### src/rtl/arb_pkg.sv
// Shared constants and FSM state type for the eight-way round-robin grant arbiter.
package arb_pkg;
  localparam int NREQ = 8;
  localparam int IDW  = 3;

  typedef enum logic {IDLE, BUSY} state_t;

  function automatic logic [NREQ-1:0] onehot(input logic [IDW-1:0] id);
    onehot = '0;
    onehot[id] = 1'b1;
  endfunction
endpackage

### src/rtl/lsb_prio_enc8.sv
// 8->3 lowest-set-bit priority encoder with an any-valid flag.
module lsb_prio_enc8
  import arb_pkg::*;
(
  input  logic [NREQ-1:0] i_vec,
  output logic [IDW-1:0]  o_id,
  output logic            o_vld
);
  always_comb begin
    o_id  = '0;
    o_vld = |i_vec;
    // Scan high to low so the lowest set bit is the last one written.
    for (int i = NREQ-1; i >= 0; i--)
      if (i_vec[i]) o_id = IDW'(i);
  end
endmodule

### src/rtl/rr_grant_arbiter8.sv
// Eight-requester arbiter: round-robin or fixed priority, registered one-hot grant,
// and a hold limit that forces a hand-off when others are waiting.
module rr_grant_arbiter8
  import arb_pkg::*;
#(
  parameter int HOLD_MAX = 16
) (
  input  logic            clk,
  input  logic            rst_n,
  input  logic            cfg_rr,
  input  logic [NREQ-1:0] req,
  output logic [NREQ-1:0] gnt,
  output logic [IDW-1:0]  gnt_id,
  output logic            gnt_vld,
  output logic            preempt
);
  localparam logic [7:0] HOLD_LIM = (HOLD_MAX == 0) ? 8'd0 : 8'(HOLD_MAX - 1);

  state_t          r_state, w_state_nxt;
  logic [IDW-1:0]  r_ptr;
  logic [7:0]      r_hcnt;
  logic [NREQ-1:0] r_gnt;
  logic [IDW-1:0]  r_gnt_id;
  logic            r_gnt_vld, r_preempt;

  logic [IDW-1:0]  w_ptr_eff, w_m_id, w_u_id, w_winner;
  logic [NREQ-1:0] w_masked;
  logic            w_m_vld, w_u_vld;
  logic            w_case_a, w_case_b, w_case_c, w_arb;

  assign w_ptr_eff = cfg_rr ? r_ptr : '0;
  assign w_masked  = req & ({NREQ{1'b1}} << w_ptr_eff);

  lsb_prio_enc8 u_enc_masked (.i_vec(w_masked), .o_id(w_m_id), .o_vld(w_m_vld));
  lsb_prio_enc8 u_enc_unmask (.i_vec(req),      .o_id(w_u_id), .o_vld(w_u_vld));

  // Unmasked fallback provides the wrap-around once everything above ptr is quiet.
  assign w_winner = w_m_vld ? w_m_id : w_u_id;

  assign w_case_a = (r_state == IDLE) && w_u_vld;
  assign w_case_b = (r_state == BUSY) && !req[r_gnt_id];
  assign w_case_c = (r_state == BUSY) && (HOLD_MAX != 0) && (r_hcnt == HOLD_LIM)
                    && |(req & ~r_gnt);
  assign w_arb    = w_case_a || w_case_b || w_case_c;

  always_ff @(posedge clk or negedge rst_n)
    if (!rst_n) r_state <= IDLE;
    else        r_state <= w_state_nxt;

  always_comb begin
    w_state_nxt = r_state;
    if (w_arb) w_state_nxt = w_u_vld ? BUSY : IDLE;
  end

  always_ff @(posedge clk or negedge rst_n) begin
    if (!rst_n) begin
      r_ptr     <= '0;
      r_hcnt    <= '0;
      r_gnt     <= '0;
      r_gnt_id  <= '0;
      r_gnt_vld <= 1'b0;
      r_preempt <= 1'b0;
    end else begin
      r_preempt <= 1'b0;
      if (w_arb && w_u_vld) begin
        r_gnt     <= onehot(w_winner);
        r_gnt_id  <= w_winner;
        r_gnt_vld <= 1'b1;
        r_hcnt    <= '0;
        r_ptr     <= w_winner + 3'd1;
        // An owner that dropped its request is a normal hand-off, not a preemption.
        r_preempt <= w_case_c && !w_case_b;
      end else if (w_arb) begin
        r_gnt     <= '0;
        r_gnt_vld <= 1'b0;
      end else if (r_state == BUSY && r_hcnt != 8'hFF) begin
        r_hcnt <= r_hcnt + 8'd1;
      end
    end
  end

  assign gnt     = r_gnt;
  assign gnt_id  = r_gnt_id;
  assign gnt_vld = r_gnt_vld;
  assign preempt = r_preempt;
endmodule

### config.mk
export PLATFORM = sky130hd
export DESIGN_NAME = rr_grant_arbiter8
export DESIGN_NICKNAME = d
export VERILOG_FILES = /design/src/rtl/arb_pkg.sv /design/src/rtl/lsb_prio_enc8.sv /design/src/rtl/rr_grant_arbiter8.sv
export SDC_FILE = /design/constraint.sdc
export NUM_CORES = 1
export LEC_CHECK = 0
export CAP_MARGIN = 20
export CORE_ASPECT_RATIO = 0.5
export CORE_MARGIN = 4
export CORE_UTILIZATION = 50
export CTS_BUF_LIST = sky130_fd_sc_hd__clkbuf_4
export DETAILED_ROUTE_END_ITERATION = 16
export PLACE_DENSITY = 0.75
export SETUP_SLACK_MARGIN = 0.02
export SLEW_MARGIN = 20
export SYNTH_ARGS = -nofsm -noshare
export SYNTH_HDL_FRONTEND = slang
export SYNTH_SLANG_ARGS = --single-unit
### constraint.sdc
create_clock -name clk -period 2.5 [get_ports clk]
set_input_delay 0.625 -clock clk [delete_from_list [all_inputs] [get_ports clk]]
set_output_delay 0.625 -clock clk [all_outputs]
set_load 0.01 [all_outputs]
==> flow_summary.yaml <==
run_status:
  status: "complete, no violations"
drt:
  wire_per_inst_um: 17.0
  wirelength_mm: 4.41
  drt-initial-drc-count: 37
  drc_errors: 0
  drt-pass1-iter-count: 4
  vias_per_cell: 5.93
  vias: 1536
  ant_nets: 0
timing:
  slew_violations: 0
  max_freq_mhz: 404
  setup-tns-final_ns: 0
  finalSetupViolCount: 0
  relSlewSlack: 0.714
  fin_crit_ns: 2.47
  rsz0062_at_grt: "yes"
  finClkSkew_ns: 0.00634
  finalWorstSetupSlack_ns: 0.0262
  hold_viol: 0
  fin_crit_sh: 0.990
  max_slew.worst_pin.slew_ns: 0.425
synth:
  ys_seq_area_frac: 0.395
  postSynthCellCount: 167
  ys_warn_count: 0
  synth_area_mm2: 0.00159
  ys_top_cells_by_area: "dfrtp_1 39%, a21oi_1 4.7%, o31ai_1 3.8%"
  synthDistinctLibCells: 49
  synth_top_area_frac: 0.395
  ys_ff_latch: 25
  synth_fp_nets: 180
  synth_top_cell_by_area: "dfrtp_1"
  syn_avg_cell_area_um2: 9.49
power:
  power.density_mw_per_mm2: 948
  internal-power_mw: 1.25
  power_leakage_nw: 0.955
  p_seq_frac: 0.317
  p_comb_frac: 0.596
  p_clk_frac: 0.087
  irDropWorstVdd_mv: 0.611
  swShare: 0.405
  power_mw: 2.10
  p_switching_uw: 852
worst_setup_path:
  rrSetupSlack_ns: 0.23
  path_class: "in2reg"
  crit_start: "req[0]"
  worstPathRequired_ns: 2.72
  crit_path_start_kind: "input pin"
  r2r_start: "r_ptr[1]"
  reg2reg_depth: 8
  endpoint_kind: "register"
  crit_fanout: 5
  r2r_end: "r_ptr[1]"
  critPathArrivalTime_ns: 2.69
  crit_path_end: "gnt[0]"
global_routing:
  antenna_found_initial: 0
  grt_overflow: 0
  grt_pass1_vias: 1463
  grt_max_degree: 26
  grt_pass1_wl_mm: 6.85
  gr-usage-all-layers: 0.220
layout:
  multi_input_area_um2: 986
  seqCellArea_um2: 626
  fin_area_mm2: 0.00222
  layout-drive-gt1-share: 0.292
  antenna_cells: 0
  area_delta_synth_final_pct: 39.9
  fillers: 212
  fin_nets: 233
floorplanning:
  die_area_mm2: 0.00419
  die_x_um: 87.6
  design.core.area_mm2: 0.00301
  num_io_pins: 24
  start_util: 0.526
  placementRows: 14
  die_y_um: 47.8
placed_design:
  dp_worst_setup_slack_ns: -0.633
  place_area_mm2: 0.00211
  hpwl_mm: 3.24
  portBuffers: 23
  gp_congestion: 0.914
flow_run:
  max_cap_viol_count: 0
clock_network:
  cts.path.max_buffers: 2
  cts_sinks: 25
  cts_htree_levels: 1
  cts_tree: "built"
  root_buffer: "clkbuf_4"
  clock_latency_ns: 0.32
  path_clk_slew_ns: 0.13
  cts_buffers: 3
min_path:
  hold_path.class: "reg2reg"
-- kinds of logic (layout without fill, tap and decap cells) --
| family | Yosys count | in the layout | share of synthesized area |
|---|---|---|---|
| compound gates | 59 | 59 | 0.268 |
| simple gates | 52 | 52 | 0.190 |
| flops | 25 | 25 | 0.395 |
| buf+inv | 18 | 70 | 0.0537 |
| mux | 9 | 9 | 0.0671 |
| fa+ha+maj | 2 | 2 | 0.0158 |
| xor+xnor | 2 | 2 | 0.0111 |
-- per-layer routing --
layer	global-route usage	routed length [um]	up-vias
met5	0	0	-
met4	0.0826	99	0
met3	0.0550	156	12
met2	0.398	2220	32
met1	0.263	1940	760
li1	-	-	732
-- stage by stage --
stage	hold slack, ns	util	instances
2_1_floorplan	0.329	-	167
3_3_place_gp	0.460	0.701	252
3_5_place_dp	0.466	0.701	252
4_1_cts	0.497	0.716	257
5_1_grt	0.519	0.736	259
6_report	0.493	0.736	259
-- cell type report --
class                   instances  share of cell area
clock buffers                   3              0.0102
clock inverters                 1             0.00226
inverters                       9              0.0152
multi-input cells             124               0.444
flip-flops and latches         25               0.282
well taps                      40              0.0226
repair buffers                 57               0.223
-- worst max-delay path, stage by stage --
cell	delay (ns)
clkdlybuf4s50_1	0.41
buf_4	0.16
or4_1	0.55
nand2b_4	0.18
a311oi_4	0.37
inv_2	0.12
a32o_1	0.27
-- worst min-delay path by stage --
stage	startpoint	end	slack, ns	cells past startpoint
2_1_floorplan	rst_n	gnt[0]	0.33	0
3_3_place_gp	gnt_vld	gnt_vld	0.46	1
3_5_place_dp	gnt_vld	gnt_vld	0.47	1
4_1_cts	gnt_vld	gnt_vld	0.50	1
5_1_grt	gnt_vld	gnt_vld	0.52	1
6_report	gnt_vld	gnt_vld	0.49	1
-- sequential cells by signal, summed over array words and instances, names as in the netlist --
register / count
gnt: 8
gnt_id: 3
gnt_vld: 1
preempt: 1
r_hcnt: 8
r_ptr: 3
r_state: 1
-- synth_stat cells, drive strengths merged --
cell and instances:
a2111oi 1, a211oi 2, a21boi 3, a21o 3
a21oi 15, a311oi 1, a31oi 1, a32o 4
and3 4, buf 8, clkbuf 1, dfrtp 25
ha 2, inv 9, mux2 3, mux2i 5
mux4 1, nand2 9, nand2b 8, nand3 6
nand4 3, nand4b 1, nor2 8, nor2b 2
nor3 1, nor3b 1, nor4bb 1, o2111ai 2
o211a 2, o211ai 1, o21a 2, o21ai 11
o21ba 1, o21bai 1, o311ai 1, o31ai 8
or2 1, or3 4, or4 3, xnor2 1
xor2 1
-- repair_timing --
item	in CTS	in global routing
buffers inserted	1	2
pin swaps	1	4
setup endpoints to repair	18	18
resized for setup	11	10
cloned	0	0
hold buffers	0	0
-- power by group through the flow --
| stage | clock, mW | combinational, mW | sequential (mW) |
|---|---|---|---|
| after global routing | 0.210 | 1.34 | 0.684 |
| final | 0.183 | 1.25 | 0.667 |
| after detailed placement | 0 | 1.17 | 0.669 |
| after floorplan | 0 | 0.676 | 0.640 |
| after global placement | 0 | 1.14 | 0.662 |
| after CTS | 0.189 | 1.20 | 0.662 |
-- cells in the final DEF, fill, tap and decap left out, drive strengths merged, types with 2 or more instances in the layout --
cell type      count
a211oi             2
a21boi             3
a21o               3
a21oi             15
a32o               4
and3               4
buf               34
clkbuf             3
clkdlybuf4s50     15
dfrtp             25
dlygate4sd2        6
dlymetal6s2s       2
ha                 2
inv                9
mux2               3
mux2i              5
nand2              9
nand2b             8
nand3              6
nand4              3
nor2               8
nor2b              2
o2111ai            2
o211a              2
o21a               2
o21ai             11
o31ai              8
or3                4
or4                3
(Power assumes the default switching activity.)
